### src/rtl/msg_stream_arbiter_if.sv
// Stream bundle between the upstream sources, the arbiter and the message parser.
// The master modport is the arbiter's view; slave is the sources/parser side.
interface msg_stream_arbiter_if #(
  parameter int NUM_SRC    = 4,
  parameter int DATA_BYTES = 8
);
  logic [NUM_SRC-1:0]              s_tvalid;
  logic [NUM_SRC-1:0]              s_tready;
  logic [NUM_SRC-1:0]              s_tlast;
  logic [NUM_SRC-1:0]              s_tuser;
  logic [NUM_SRC*8*DATA_BYTES-1:0] s_tdata;
  logic [NUM_SRC*DATA_BYTES-1:0]   s_tkeep;
  logic                            m_tvalid;
  logic                            m_tready;
  logic                            m_tlast;
  logic                            m_tuser;
  logic [8*DATA_BYTES-1:0]         m_tdata;
  logic [DATA_BYTES-1:0]           m_tkeep;

  modport master (
    input  s_tvalid, s_tlast, s_tuser, s_tdata, s_tkeep, m_tready,
    output s_tready, m_tvalid, m_tlast, m_tuser, m_tdata, m_tkeep
  );

  modport slave (
    output s_tvalid, s_tlast, s_tuser, s_tdata, s_tkeep, m_tready,
    input  s_tready, m_tvalid, m_tlast, m_tuser, m_tdata, m_tkeep
  );
endinterface

### src/rtl/msg_stream_arbiter.sv
// Packet-level round-robin arbiter in front of the message parser, with a
// per-packet beat limit: oversize packets are cut, flagged and the tail drained.
module msg_stream_arbiter #(
  parameter int  NUM_SRC       = 4,
  parameter int  DATA_BYTES    = 8,
  parameter int  MAX_PKT_BEATS = 4,
  localparam int ID_W          = (NUM_SRC > 1) ? $clog2(NUM_SRC) : 1,
  localparam int DATA_W        = 8 * DATA_BYTES
) (
  input  logic                 clk,
  input  logic                 rst,
  input  logic [NUM_SRC-1:0]   src_enable,
  msg_stream_arbiter_if.master bus,
  output logic                 grant_valid,
  output logic [ID_W-1:0]      grant_id,
  output logic [15:0]          trunc_count
);

  localparam logic [1:0]  IDLE  = 2'd0;
  localparam logic [1:0]  PASS  = 2'd1;
  localparam logic [1:0]  DRAIN = 2'd2;
  localparam logic [15:0] LIMIT = 16'(MAX_PKT_BEATS - 1);

  logic [1:0]         state;
  logic [ID_W-1:0]    rr_ptr;
  logic [ID_W-1:0]    pick;
  logic [ID_W-1:0]    next_ptr;
  logic [15:0]        beat_cnt;
  logic [NUM_SRC-1:0] req;
  logic               found;
  logic               cur_valid;
  logic               cur_last;
  logic               at_limit;
  logic               pass_hs;
  int                 idx;

  function automatic logic [15:0] sat_inc(input logic [15:0] v);
    return (v == 16'hFFFF) ? v : v + 16'd1;
  endfunction

  assign req         = bus.s_tvalid & src_enable;
  assign cur_valid   = bus.s_tvalid[grant_id];
  assign cur_last    = bus.s_tlast[grant_id];
  assign at_limit    = (beat_cnt == LIMIT);
  assign pass_hs     = (state == PASS) && cur_valid && bus.m_tready;
  assign next_ptr    = (int'(grant_id) == NUM_SRC - 1) ? '0 : grant_id + 1'b1;
  assign grant_valid = (state != IDLE);

  // Round-robin search: first requester at or above rr_ptr, wrapping.
  always_comb begin
    pick  = rr_ptr;
    found = 1'b0;
    idx   = 0;
    for (int k = 0; k < NUM_SRC; k++) begin
      idx = int'(rr_ptr) + k;
      if (idx >= NUM_SRC) idx = idx - NUM_SRC;
      if (!found && req[ID_W'(idx)]) begin
        pick  = ID_W'(idx);
        found = 1'b1;
      end
    end
  end

  // Outputs are a pure mux of the granted source, so a stalled parser sees
  // the held source beat unchanged.
  always_comb begin
    bus.s_tready = '0;
    bus.m_tvalid = 1'b0;
    bus.m_tlast  = 1'b0;
    bus.m_tuser  = 1'b0;
    bus.m_tdata  = '0;
    bus.m_tkeep  = '0;
    if (state == PASS) begin
      bus.s_tready[grant_id] = bus.m_tready;
      bus.m_tvalid = cur_valid;
      bus.m_tdata  = bus.s_tdata[int'(grant_id)*DATA_W +: DATA_W];
      bus.m_tkeep  = bus.s_tkeep[int'(grant_id)*DATA_BYTES +: DATA_BYTES];
      bus.m_tlast  = cur_last | at_limit;
      bus.m_tuser  = (at_limit & ~cur_last) | bus.s_tuser[grant_id];
    end else if (state == DRAIN) begin
      bus.s_tready[grant_id] = 1'b1;
    end
  end

  always_ff @(posedge clk or negedge rst) begin
    if (!rst) begin
      state       <= IDLE;
      rr_ptr      <= '0;
      beat_cnt    <= '0;
      grant_id    <= '0;
      trunc_count <= '0;
    end else begin
      case (state)
        IDLE: begin
          if (found) begin
            grant_id <= pick;
            beat_cnt <= '0;
            state    <= PASS;
          end
        end
        PASS: begin
          if (pass_hs) begin
            beat_cnt <= beat_cnt + 16'd1;
            if (cur_last) begin
              rr_ptr <= next_ptr;
              state  <= IDLE;
            end else if (at_limit) begin
              trunc_count <= sat_inc(trunc_count);
              state       <= DRAIN;
            end
          end
        end
        DRAIN: begin
          if (cur_valid && cur_last) begin
            rr_ptr <= next_ptr;
            state  <= IDLE;
          end
        end
        default: state <= IDLE;
      endcase
    end
  end

endmodule
### src/flat_wrapper.sv
// flat-port wrapper written by rule: the top's interface ports become plain ports
module msg_stream_arbiter_flat 
#(
  parameter int  NUM_SRC       = 4,
  parameter int  DATA_BYTES    = 8,
  parameter int  MAX_PKT_BEATS = 4,
  localparam int ID_W          = (NUM_SRC > 1) ? $clog2(NUM_SRC) : 1,
  localparam int DATA_W        = 8 * DATA_BYTES
)
  (clk, rst, src_enable, grant_valid, grant_id, trunc_count, bus_s_tvalid, bus_s_tlast, bus_s_tuser, bus_s_tdata, bus_s_tkeep, bus_m_tready, bus_s_tready, bus_m_tvalid, bus_m_tlast, bus_m_tuser, bus_m_tdata, bus_m_tkeep);
  msg_stream_arbiter_if #(.NUM_SRC(NUM_SRC), .DATA_BYTES(DATA_BYTES)) bus_i ();
  input  logic clk;
  input  logic rst;
  input  logic [NUM_SRC-1:0] src_enable;
  output logic grant_valid;
  output logic [ID_W-1:0] grant_id;
  output logic [15:0] trunc_count;
  input wire logic [$bits(bus_i.s_tvalid)-1:0] bus_s_tvalid;
  input wire logic [$bits(bus_i.s_tlast)-1:0] bus_s_tlast;
  input wire logic [$bits(bus_i.s_tuser)-1:0] bus_s_tuser;
  input wire logic [$bits(bus_i.s_tdata)-1:0] bus_s_tdata;
  input wire logic [$bits(bus_i.s_tkeep)-1:0] bus_s_tkeep;
  input wire logic [$bits(bus_i.m_tready)-1:0] bus_m_tready;
  output wire logic [$bits(bus_i.s_tready)-1:0] bus_s_tready;
  output wire logic [$bits(bus_i.m_tvalid)-1:0] bus_m_tvalid;
  output wire logic [$bits(bus_i.m_tlast)-1:0] bus_m_tlast;
  output wire logic [$bits(bus_i.m_tuser)-1:0] bus_m_tuser;
  output wire logic [$bits(bus_i.m_tdata)-1:0] bus_m_tdata;
  output wire logic [$bits(bus_i.m_tkeep)-1:0] bus_m_tkeep;
  assign bus_i.s_tvalid = bus_s_tvalid;
  assign bus_i.s_tlast = bus_s_tlast;
  assign bus_i.s_tuser = bus_s_tuser;
  assign bus_i.s_tdata = bus_s_tdata;
  assign bus_i.s_tkeep = bus_s_tkeep;
  assign bus_i.m_tready = bus_m_tready;
  assign bus_s_tready = bus_i.s_tready;
  assign bus_m_tvalid = bus_i.m_tvalid;
  assign bus_m_tlast = bus_i.m_tlast;
  assign bus_m_tuser = bus_i.m_tuser;
  assign bus_m_tdata = bus_i.m_tdata;
  assign bus_m_tkeep = bus_i.m_tkeep;
  msg_stream_arbiter #(.NUM_SRC(NUM_SRC), .DATA_BYTES(DATA_BYTES), .MAX_PKT_BEATS(MAX_PKT_BEATS)) u_core (.clk(clk), .rst(rst), .src_enable(src_enable), .bus(bus_i), .grant_valid(grant_valid), .grant_id(grant_id), .trunc_count(trunc_count));
endmodule
### config.mk
export PLATFORM = sky130hd
export DESIGN_NAME = msg_stream_arbiter_flat
export DESIGN_NICKNAME = d
export VERILOG_FILES = /design/src/rtl/msg_stream_arbiter_if.sv /design/src/rtl/msg_stream_arbiter.sv /design/src/flat_wrapper.sv
export SDC_FILE = /design/constraint.sdc
export NUM_CORES = 1
export LEC_CHECK = 0
export ABC_AREA = 1
export BUFFER_PORTS_ARGS = -buffer_cell sky130_fd_sc_hd__buf_2
export CORE_AREA = 2 2 157 159
export DETAILED_ROUTE_END_ITERATION = 16
export DIE_AREA = 0 0 159 161
export GPL_TIMING_DRIVEN = 0
export REMOVE_ABC_BUFFERS = 1
export SLEW_MARGIN = 5
export SYNTH_ARGS = -nofsm -noshare
export SYNTH_HDL_FRONTEND = slang
export SYNTH_SLANG_ARGS = --single-unit
### constraint.sdc
create_clock -name clk -period 5.4 [get_ports clk]
set_clock_uncertainty 0.15 [all_clocks]
set_input_delay 0.27 -clock clk [delete_from_list [all_inputs] [get_ports clk]]
set_output_delay 0.27 -clock clk [all_outputs]
set_load 0.03 [all_outputs]
==> flow_summary.ini, run 1 <==
[status]
status = finished, violations left
violations = negative hold slack

[cts]
cts_buffers = 5
htreeDepth = 2
root_buffer = clkbuf_16
cts_tree = yes
cts_setup_buffers = 0
cts_buffer_depth = 2
clk_pin_slew_ns = 0.06
clkSinkCount = 38
ctsResizeCount = 0
clock_latency_ns = 0.29
ctsHoldBuffers = 0

[drt]
wl_um = 26680
dr.first_iter.drc_count = 923
via_count = 7903
wl_per_cell_um = 15.95
dr.pass1.iters = 5
ant_nets = 0
routed_via_density = 4.724
drc = 0

[yosys]
yosys.area.top_type_share = 0.2441
avgSynthCellArea_um2 = 5.266
synth-seq-area-share = 0.1819
synth_area_leaders = nor2_1 24%, dfrtp_1 18%, o21ai_0 15%
netlist_area_mm2 = 0.005229
netlist-cell-type-count = 30
syn_inst = 993
yosysWarnings = 0
yosys.area.top_type = nor2_1
ys_ff_latch = 38

[timing]
slew_viol_final = 0
rsz0062_at_grt = no
setup_slack_ns = 1.251
finalCriticalPeriod_ns = 4.149
setup_viol = 0
worst_pin_slew_ns = 1.044
fin_hold_ws_ns = -0.03071
hold_viol_final = 38
fin_crit_sh = 0.7684
relSlewSlack = 0.3039
max_freq_ghz = 0.2410

[cells_and_area]
final_area_mm2 = 0.007639
syn_to_final_growth_pct = 46.09
fillerInstances = 2778
stdcell_count = 1673
drive_gt1_frac = 0.3204
nets = 1651
seqCellArea_um2 = 958.4
multi_input_area_mm2 = 0.003835

[placed_design]
numPlacedInstances = 1655
numPortBuffers = 404
hpwlAfterDp_um = 20350
dpl-instance-area_mm2 = 0.007475
place_ws_ns = 1.116
gp_congestion = 0.9142

[global_route]
grt_max_degree = 154
grt_pass1_vias = 7136
grt_usage = 0.1956
antenna_found_initial = 13
grt_pass1_wl_um = 40160
overflow = 0

[min_path]
hold_class = input port to async pin

[critical_path]
crit_required_ns = 5.39
crit_arrival_ns = 4.14
r2r_slack_ns = 1.25
cp-start-kind = flip-flop
crit_type = flip-flop to flip-flop
endpoint_kind = flip-flop
crit_fanout = 153

[power]
ir_drop_uv = 688.1
power_density_mw_per_mm2 = 585.3
total_power_uw = 4471
power.leakage_uw = 0.003975

[job]
cap_violations = 0

[die]
start_util = 0.2182
rows = 57
dieHeight_um = 161
die_w_um = 159
die_area_mm2 = 0.02560
core_mm2 = 0.02396
io_pins = 405
## power breakdown
group          total (µW)  internal (µW)  switching, µW
sequential            487            323            164
combinational        3700           1040           2660
clock                 287            172            115
## worst max-delay path: stages, from the launching register on
cell	delay [ns]
dfrtp_4	0.81
inv_6	0.71
nand2_1	0.13
nand3_1	0.17
nand3_1	0.20
nor2_1	0.66
nand2_1	0.64
xnor2_1	0.28
## kinds of logic (layout without fill, tap and decap cells)
kind of cell,count (synthesis),count (layout),share of synthesized area
adder cells (fa/ha/maj),6,6,0.01436
AND/OR/NAND/NOR,580,580,0.4535
XOR/XNOR,22,22,0.03685
flip-flops,38,38,0.1819
other,0,10,0
buffers and inverters,111,457,0.08614
AO/OA/AOI/OAI,236,236,0.2273
## metrics by stage
stage          hold slack (ns)  setup TNS, ns    util
2_1_floorplan          -0.1756         -5.276       -
3_3_place_gp            0.3072        -258.28  0.3072
3_5_place_dp            0.3112              0  0.3119
4_1_cts               0.005868              0  0.3176
5_1_grt                0.05281              0  0.3188
6_report              -0.03071              0  0.3188
## synthesized netlist by cell type
master    count
o22ai_1       1
nor2_4        2
buf_4         4
buf_1        10
nand2_1     144
inv_1        37
clkbuf_1     48
a21oi_1      76
buf_6         1
or2_2         1
nor3_1       11
nor2_1      340
buf_2         7
o21ai_0     152
nand3_1      48
xor2_1       19
nor4_1        3
o21ai_1       5
o31a_1        1
nor3b_1       1
inv_4         1
dfrtp_1      38
nand2_2       3
nand2_4       1
o211ai_1      1
nand4_1      25
ha_1          6
xnor2_1       3
nand3_4       1
inv_2         3
## registers in the layout, summed over array words and instances (netlist names)
signal and count:
u_core.trunc_count 16, u_core.state 2, u_core.beat_cnt 16, u_core.rr_ptr 2
u_core.grant_id 2
## layout make-up
cell class              count  area share
multi-input cells         844      0.5020
repair buffers            408      0.2771
flip-flops and latches     38      0.1255
well taps                 324     0.05307
inverters                  41     0.02113
clock buffers               8     0.01785
diodes                     10    0.003276
## cell usage in the layout (no fill, tap or decap), types with 6 or more instances in the layout
cell type  netlist  final
xor2_1          19     19
o21ai_0        152    152
buf_2            7    404
nand3_1         48     48
nand4_1         25     25
nor3_1          11     11
inv_1           37     36
diode_2          0     10
nor2_1         340    340
ha_1             6      6
dfrtp_1         38     36
a21oi_1         76     76
nand2_1        144    143
## metal layers
metal  up-vias  global-route usage  wire length [µm]
li1       3941                   -                 -
met1      3584              0.2570             11620
met2       342              0.3182             12560
met3        34             0.03878              1940
met4         2             0.07314               548
met5         -                   0                13
## final timing paths
path	from	endpoint	cells past startpoint
setup / recovery	u_core.grant_id[0]	u_core.trunc_count[0]	7
hold / removal	rst	u_core.beat_cnt[12]	1
setup reg to reg	u_core.grant_id[0]	u_core.trunc_count[0]	7
hold reg to reg	u_core.beat_cnt[13]	u_core.beat_cnt[13]	2
max in group asynchronous	rst	u_core.grant_id[0]	1
min in group clk	u_core.beat_cnt[13]	u_core.beat_cnt[13]	2
Power figures use the tool's default switching activity.
==> inputs of run 2 (changes only) <==
Settings changed: ABC_AREA 1 to 0, CORE_AREA 2 2 157 159 to 2 2 159 161, DIE_AREA 0 0 159 161 to 0 0 161 163.
Clock period 5.4 ns to 4.01 ns, I/O delays scaled along.
==> flow_summary.ini, run 2 <==
[drt]
dr.pass1.iters = 4
ant_nets = 0
routed_via_density = 4.563
wl_um = 22320
wl_per_cell_um = 19.89
dr.first_iter.drc_count = 344
via_count = 5120
drc = 0

[cts]
cts_buffers = 5
htreeDepth = 2
clk_pin_slew_ns = 0.06
cts_setup_buffers = 0
cts_tree = yes
clkSinkCount = 38
cts_buffer_depth = 2
clock_latency_ns = 0.28
root_buffer = clkbuf_16

[die]
die_area_mm2 = 0.02624
start_util = 0.1808
core_mm2 = 0.02467
dieHeight_um = 163
die_w_um = 161
rows = 58
io_pins = 405

[min_path]
min_to = u_core.beat_cnt[1]
worstHoldStart = bus_m_tready
hold_class = input port to flip-flop
min_path_cells = 2

[cells_and_area]
nets = 1098
drive_gt1_frac = 0.6412
fillerInstances = 2660
mostFrequentLayoutCells = 404 x buf_2, 79 x and2_1, 75 x mux4_2
top_regs = u_core.beat_cnt x16, u_core.trunc_count x16
syn_to_final_growth_pct = 56.84
stdcell_count = 1122
final_common_cell = buf_2
final_area_mm2 = 0.006998

[yosys]
avgSynthCellArea_um2 = 11.07
synth_enable_flop_cells = 0
async_reset_ff_frac = 1.000
synth_area_leaders = mux4_2 38%, dfrtp_1 21%, and2_1 11%
netlist_area_mm2 = 0.004462
yosys.area.top_type = mux4_2
ys_ff_latch = 38
synth-seq-area-share = 0.2131
netlist-cell-type-count = 50
syn_inst = 403
ys_top_cells_by_count = 79 x and2_1, 75 x mux4_2, 38 x dfrtp_1
yosys.area.top_type_share = 0.3786
synth-main-ff-cell = dfrtp_1
yosysWarnings = 0
post-synth-top-count-cell = and2_1

[placed_design]
dpl-instance-area_mm2 = 0.006834
gp_congestion = 0.7634
numPlacedInstances = 1107
hpwlAfterDp_um = 19200
numPortBuffers = 404
place_ws_ns = 0.7633

[timing]
hold_viol_final = 0
max_freq_ghz = 0.3030
slew_viol_final = 0
fin_crit_sh = 0.8230
rsz0062_at_grt = no
worst_pin_slew_ns = 0.8713
relSlewSlack = 0.4192
finalCriticalPeriod_ns = 3.300
setup_slack_ns = 0.7099
setup_viol = 0

[power]
ir_drop_uv = 426.1
comb_power_share = 0.757
total_power_uw = 4361
seq_power_share = 0.156
power_density_mw_per_mm2 = 623.1
pwr-share-clk = 0.087
switching_share = 0.5292
intPower_uw = 2053
p_sw_uw = 2308
power.leakage_uw = 0.003371

[critical_path]
worstPathCellList = mux4_2, nor2_2, nor2_1, nor2_1, buf_2
crit_path_frequent_cell = nor2_1
crit_family = flip-flops
r2r-start = u_core.state[0]
r2r_cells = 5
worst_path_largest_cell_delay_ns = 0.94
slowest_stage = dfrtp_4
cp-start-kind = flip-flop
r2r_slack_ns = 0.78
crit_type = flip-flop to output port
path_buf_inv = 1
crit_fanout = 41
crit_required_ns = 3.66
crit_arrival_ns = 2.95
r2r_end = u_core.trunc_count[1]
endpoint_kind = output port

[status]
status = finished clean

[global_route]
overflow = 0
grt_max_degree = 46
grt_pass1_vias = 5008
antenna_found_initial = 16
grt_pass1_wl_um = 31100
grt_usage = 0.1592

[job]
cap_violations = 0
-- run 2: changes by cell type after synthesis, moves of 75 or more --
| cell | delta |
|---|---|
| and2_1 | +79 |
| nand2_1 | -123 |
| mux4_2 | +75 |
| a21oi_1 | -75 |
| nor2_1 | -327 |
| o21ai_0 | -139 |
-- run 2: cell type report --
| class | count | area, µm² | area share |
|---|---|---|---|
| clock inverters | 2 | 10.01 | 0.001430 |
| inverters | 6 | 22.52 | 0.003218 |
| repair buffers | 408 | 2107 | 0.3011 |
| flip-flops and latches | 38 | 958.4 | 0.1370 |
| multi-input cells | 326 | 3343 | 0.4777 |
| clock buffers | 6 | 128.9 | 0.01842 |
| diodes | 6 | 15.01 | 0.002146 |
| well taps | 330 | 412.9 | 0.05900 |
-- run 2: metal layers --
layer | up-vias | share of wire | track usage
met5 | - | 0 | 0
met4 | 0 | 0.025 | 0.05195
li1 | 2349 | - | -
met1 | 2486 | 0.38 | 0.1969
met2 | 249 | 0.53 | 0.2835
met3 | 36 | 0.069 | 0.02521
-- run 2: cell families (layout without fill, tap and decap cells) --
group,count (synthesis),in the layout,share of synthesized area
adder cells (fa/ha/maj),6,6,0.01683
XOR/XNOR,14,14,0.02748
flip-flops,38,38,0.2131
buffers and inverters,39,422,0.03926
other,0,6,0
multiplexers,82,82,0.3962
AND/OR/NAND/NOR,178,178,0.2316
AO/OA/AOI/OAI,46,46,0.07544
-- run 2: per-stage QoR --
| step | util | hold WS (ns) | setup TNS (ns) |
|---|---|---|---|
| 2_1_floorplan | - | -0.2451 | -73.22 |
| 3_3_place_gp | 0.2733 | 0.2099 | -200.75 |
| 3_5_place_dp | 0.2770 | 0.2227 | 0 |
| 4_1_cts | 0.2830 | 0.1253 | 0 |
| 5_1_grt | 0.2835 | 0.1303 | 0 |
| 6_report | 0.2836 | 0.1258 | 0 |
-- run 2: power by group through the flow --
stage | registers [µW] | clock network [µW] | logic (µW)
2_1_floorplan | 756 | 0 | 2290
3_3_place_gp | 852 | 0 | 3290
3_5_place_dp | 696 | 0 | 3330
4_1_cts | 690 | 385 | 3350
5_1_grt | 719 | 402 | 3530
6_report | 681 | 377 | 3300
-- run 2: timing repair --
action,in CTS,in global routing
setup endpoints to repair,0,0
resized for setup,0,0
hold endpoints to repair,38,0
hold buffers,1,0
-- run 2: worst max path at each step --
stage	end	slack (ns)	start	cells after the start
after detailed placement	u_core.trunc_count[1]	0.76	u_core.state[0]	5
after global placement	u_core.trunc_count[1]	-2.87	u_core.state[0]	5
after CTS	bus_m_tuser	0.63	u_core.grant_id[0]	5
after global routing	bus_m_tuser	0.47	u_core.grant_id[0]	5
final	bus_m_tuser	0.71	u_core.grant_id[0]	5
after floorplan	u_core.trunc_count[1]	-1.23	u_core.grant_id[0]	5
==> inputs of run 3 (changes only) <==
Clock period 4.01 ns to 3.2 ns, I/O delays scaled along.
==> flow_summary.ini, run 3 (synthesized netlist as in run 2, its figures left out) <==
[placed_design]
dpl-instance-area_mm2 = 0.006834
gp_congestion = 0.7634
numPortBuffers = 404
hpwlAfterDp_um = 19200
place_ws_ns = -0.04674

[critical_path]
cp-start-kind = flip-flop
crit_required_ns = 3.21
crit_fanout = 45
endpoint_kind = flip-flop
crit_arrival_ns = 3.00
crit_type = flip-flop to flip-flop

[global_route]
grt_usage = 0.1654
overflow = 0
grt_pass1_vias = 5057
grt_pass1_wl_um = 32000
grt_max_degree = 46
antenna_found_initial = 16

[min_path]
hold_class = input port to flip-flop

[cts]
cts_tree = yes
htreeDepth = 2
clkSinkCount = 38
cts_buffers = 5
clk_pin_slew_ns = 0.06
cts_buffer_depth = 2
clock_latency_ns = 0.28
root_buffer = clkbuf_16

[timing]
worst_pin_slew_ns = 0.8757
setup_slack_ns = 0.2127
relSlewSlack = 0.4162
hold_viol_final = 0
max_freq_ghz = 0.3348
setup_viol = 0
fin_crit_sh = 0.9335
slew_viol_final = 0
rsz0062_at_grt = no
finalCriticalPeriod_ns = 2.987
finalSetupTns_ns = 0

[status]
status = finished clean

[drt]
dr.pass1.iters = 4
ant_nets = 0
wl_per_cell_um = 20.81
wl_um = 23410
via_count = 5153
drc = 0
dr.first_iter.drc_count = 396
routed_via_density = 4.580

[cells_and_area]
fillerInstances = 2655
drive_gt1_frac = 0.6439
top_regs = u_core.beat_cnt x16, u_core.trunc_count x16
syn_to_final_growth_pct = 57.96
mostFrequentLayoutCells = 404 x buf_2, 79 x and2_1, 75 x mux4_2
nets = 1101
final_area_mm2 = 0.007048
final_common_cell = buf_2

[power]
p_sw_uw = 2968
power_density_mw_per_mm2 = 792.9
power.leakage_uw = 0.003392
switching_share = 0.5311
pwr-share-clk = 0.084
comb_power_share = 0.773
ir_drop_uv = 533.1
intPower_uw = 2621
seq_power_share = 0.142

[die]
dieHeight_um = 163
io_pins = 405
die_w_um = 161
start_util = 0.1808
core_mm2 = 0.02467
die_area_mm2 = 0.02624
rows = 58

[job]
cap_violations = 0
run 3: repair_timing:
| action | CTS | global route |
|---|---|---|
| gates cloned | 1 | 0 |
| endpoints found under the setup margin | 2 | 2 |
| buffers inserted | 1 | 1 |
| resized for setup | 0 | 1 |
| hold buffers | 1 | 0 |
| endpoints found under the hold margin | 38 | 0 |
run 3: worst max-delay path: stages (launching register included):
cell	delay, ns
dfrtp_4	0.75
buf_16	0.31
mux4_2	0.33
nand3_4	0.24
nor2_2	0.53
nand2_1	0.18
mux2_1	0.34
run 3: metal layers:
metal / routed length (µm) / vias up / track usage / part of all wire
met5: 0 / - / 0 / 0
met4: 547 / 0 / 0.04789 / 0.023
met3: 1289 / 36 / 0.02343 / 0.055
met2: 12190 / 230 / 0.2936 / 0.52
met1: 9384 / 2539 / 0.2092 / 0.40
li1: - / 2348 / - / -
run 3: metrics by stage:
step | instances | total power, µW | utilization | hold WS, ns
CTS | 1118 | 5618 | 0.2842 | 0.08475
detailed placement | 1107 | 5050 | 0.2770 | 0.1822
global placement | 1104 | 5185 | 0.2733 | 0.1694
floorplan | 370 | 3819 | - | -0.2856
finish | 1125 | 5589 | 0.2856 | 0.08636
global route | 1124 | 5946 | 0.2855 | 0.08980
run 3: cell type report:
type,count,area (µm²),area share
well taps,330,412.9,0.05858
clock inverters,2,10.01,0.001420
flip-flops and latches,38,959.7,0.1362
multi-input cells,327,3352,0.4756
inverters,6,22.52,0.003195
repair buffers,410,2147,0.3046
clock buffers,6,128.9,0.01829
diodes,6,15.01,0.002130
run 3: worst paths after layout:
kind / slack [ns] / from / cells past startpoint / to
max: 0.21 / u_core.grant_id[1] / 6 / u_core.trunc_count[1]
min: 0.09 / bus_m_tready / 2 / u_core.beat_cnt[1]
max reg2reg: 0.21 / u_core.grant_id[1] / 6 / u_core.trunc_count[1]
min in group asynchronous: 0.38 / rst / 2 / u_core.beat_cnt[9]
max in group asynchronous: 1.88 / rst / 2 / u_core.grant_id[1]
min reg2reg: 0.35 / u_core.trunc_count[6] / 1 / u_core.trunc_count[6]
run 3: power by group through the flow:
stage | logic, µW | registers [µW] | clock network [µW]
4_1_cts | 4310 | 828 | 482
6_report | 4320 | 796 | 471
3_3_place_gp | 4120 | 1070 | 0
2_1_floorplan | 2870 | 947 | 0
3_5_place_dp | 4180 | 872 | 0
5_1_grt | 4620 | 826 | 504
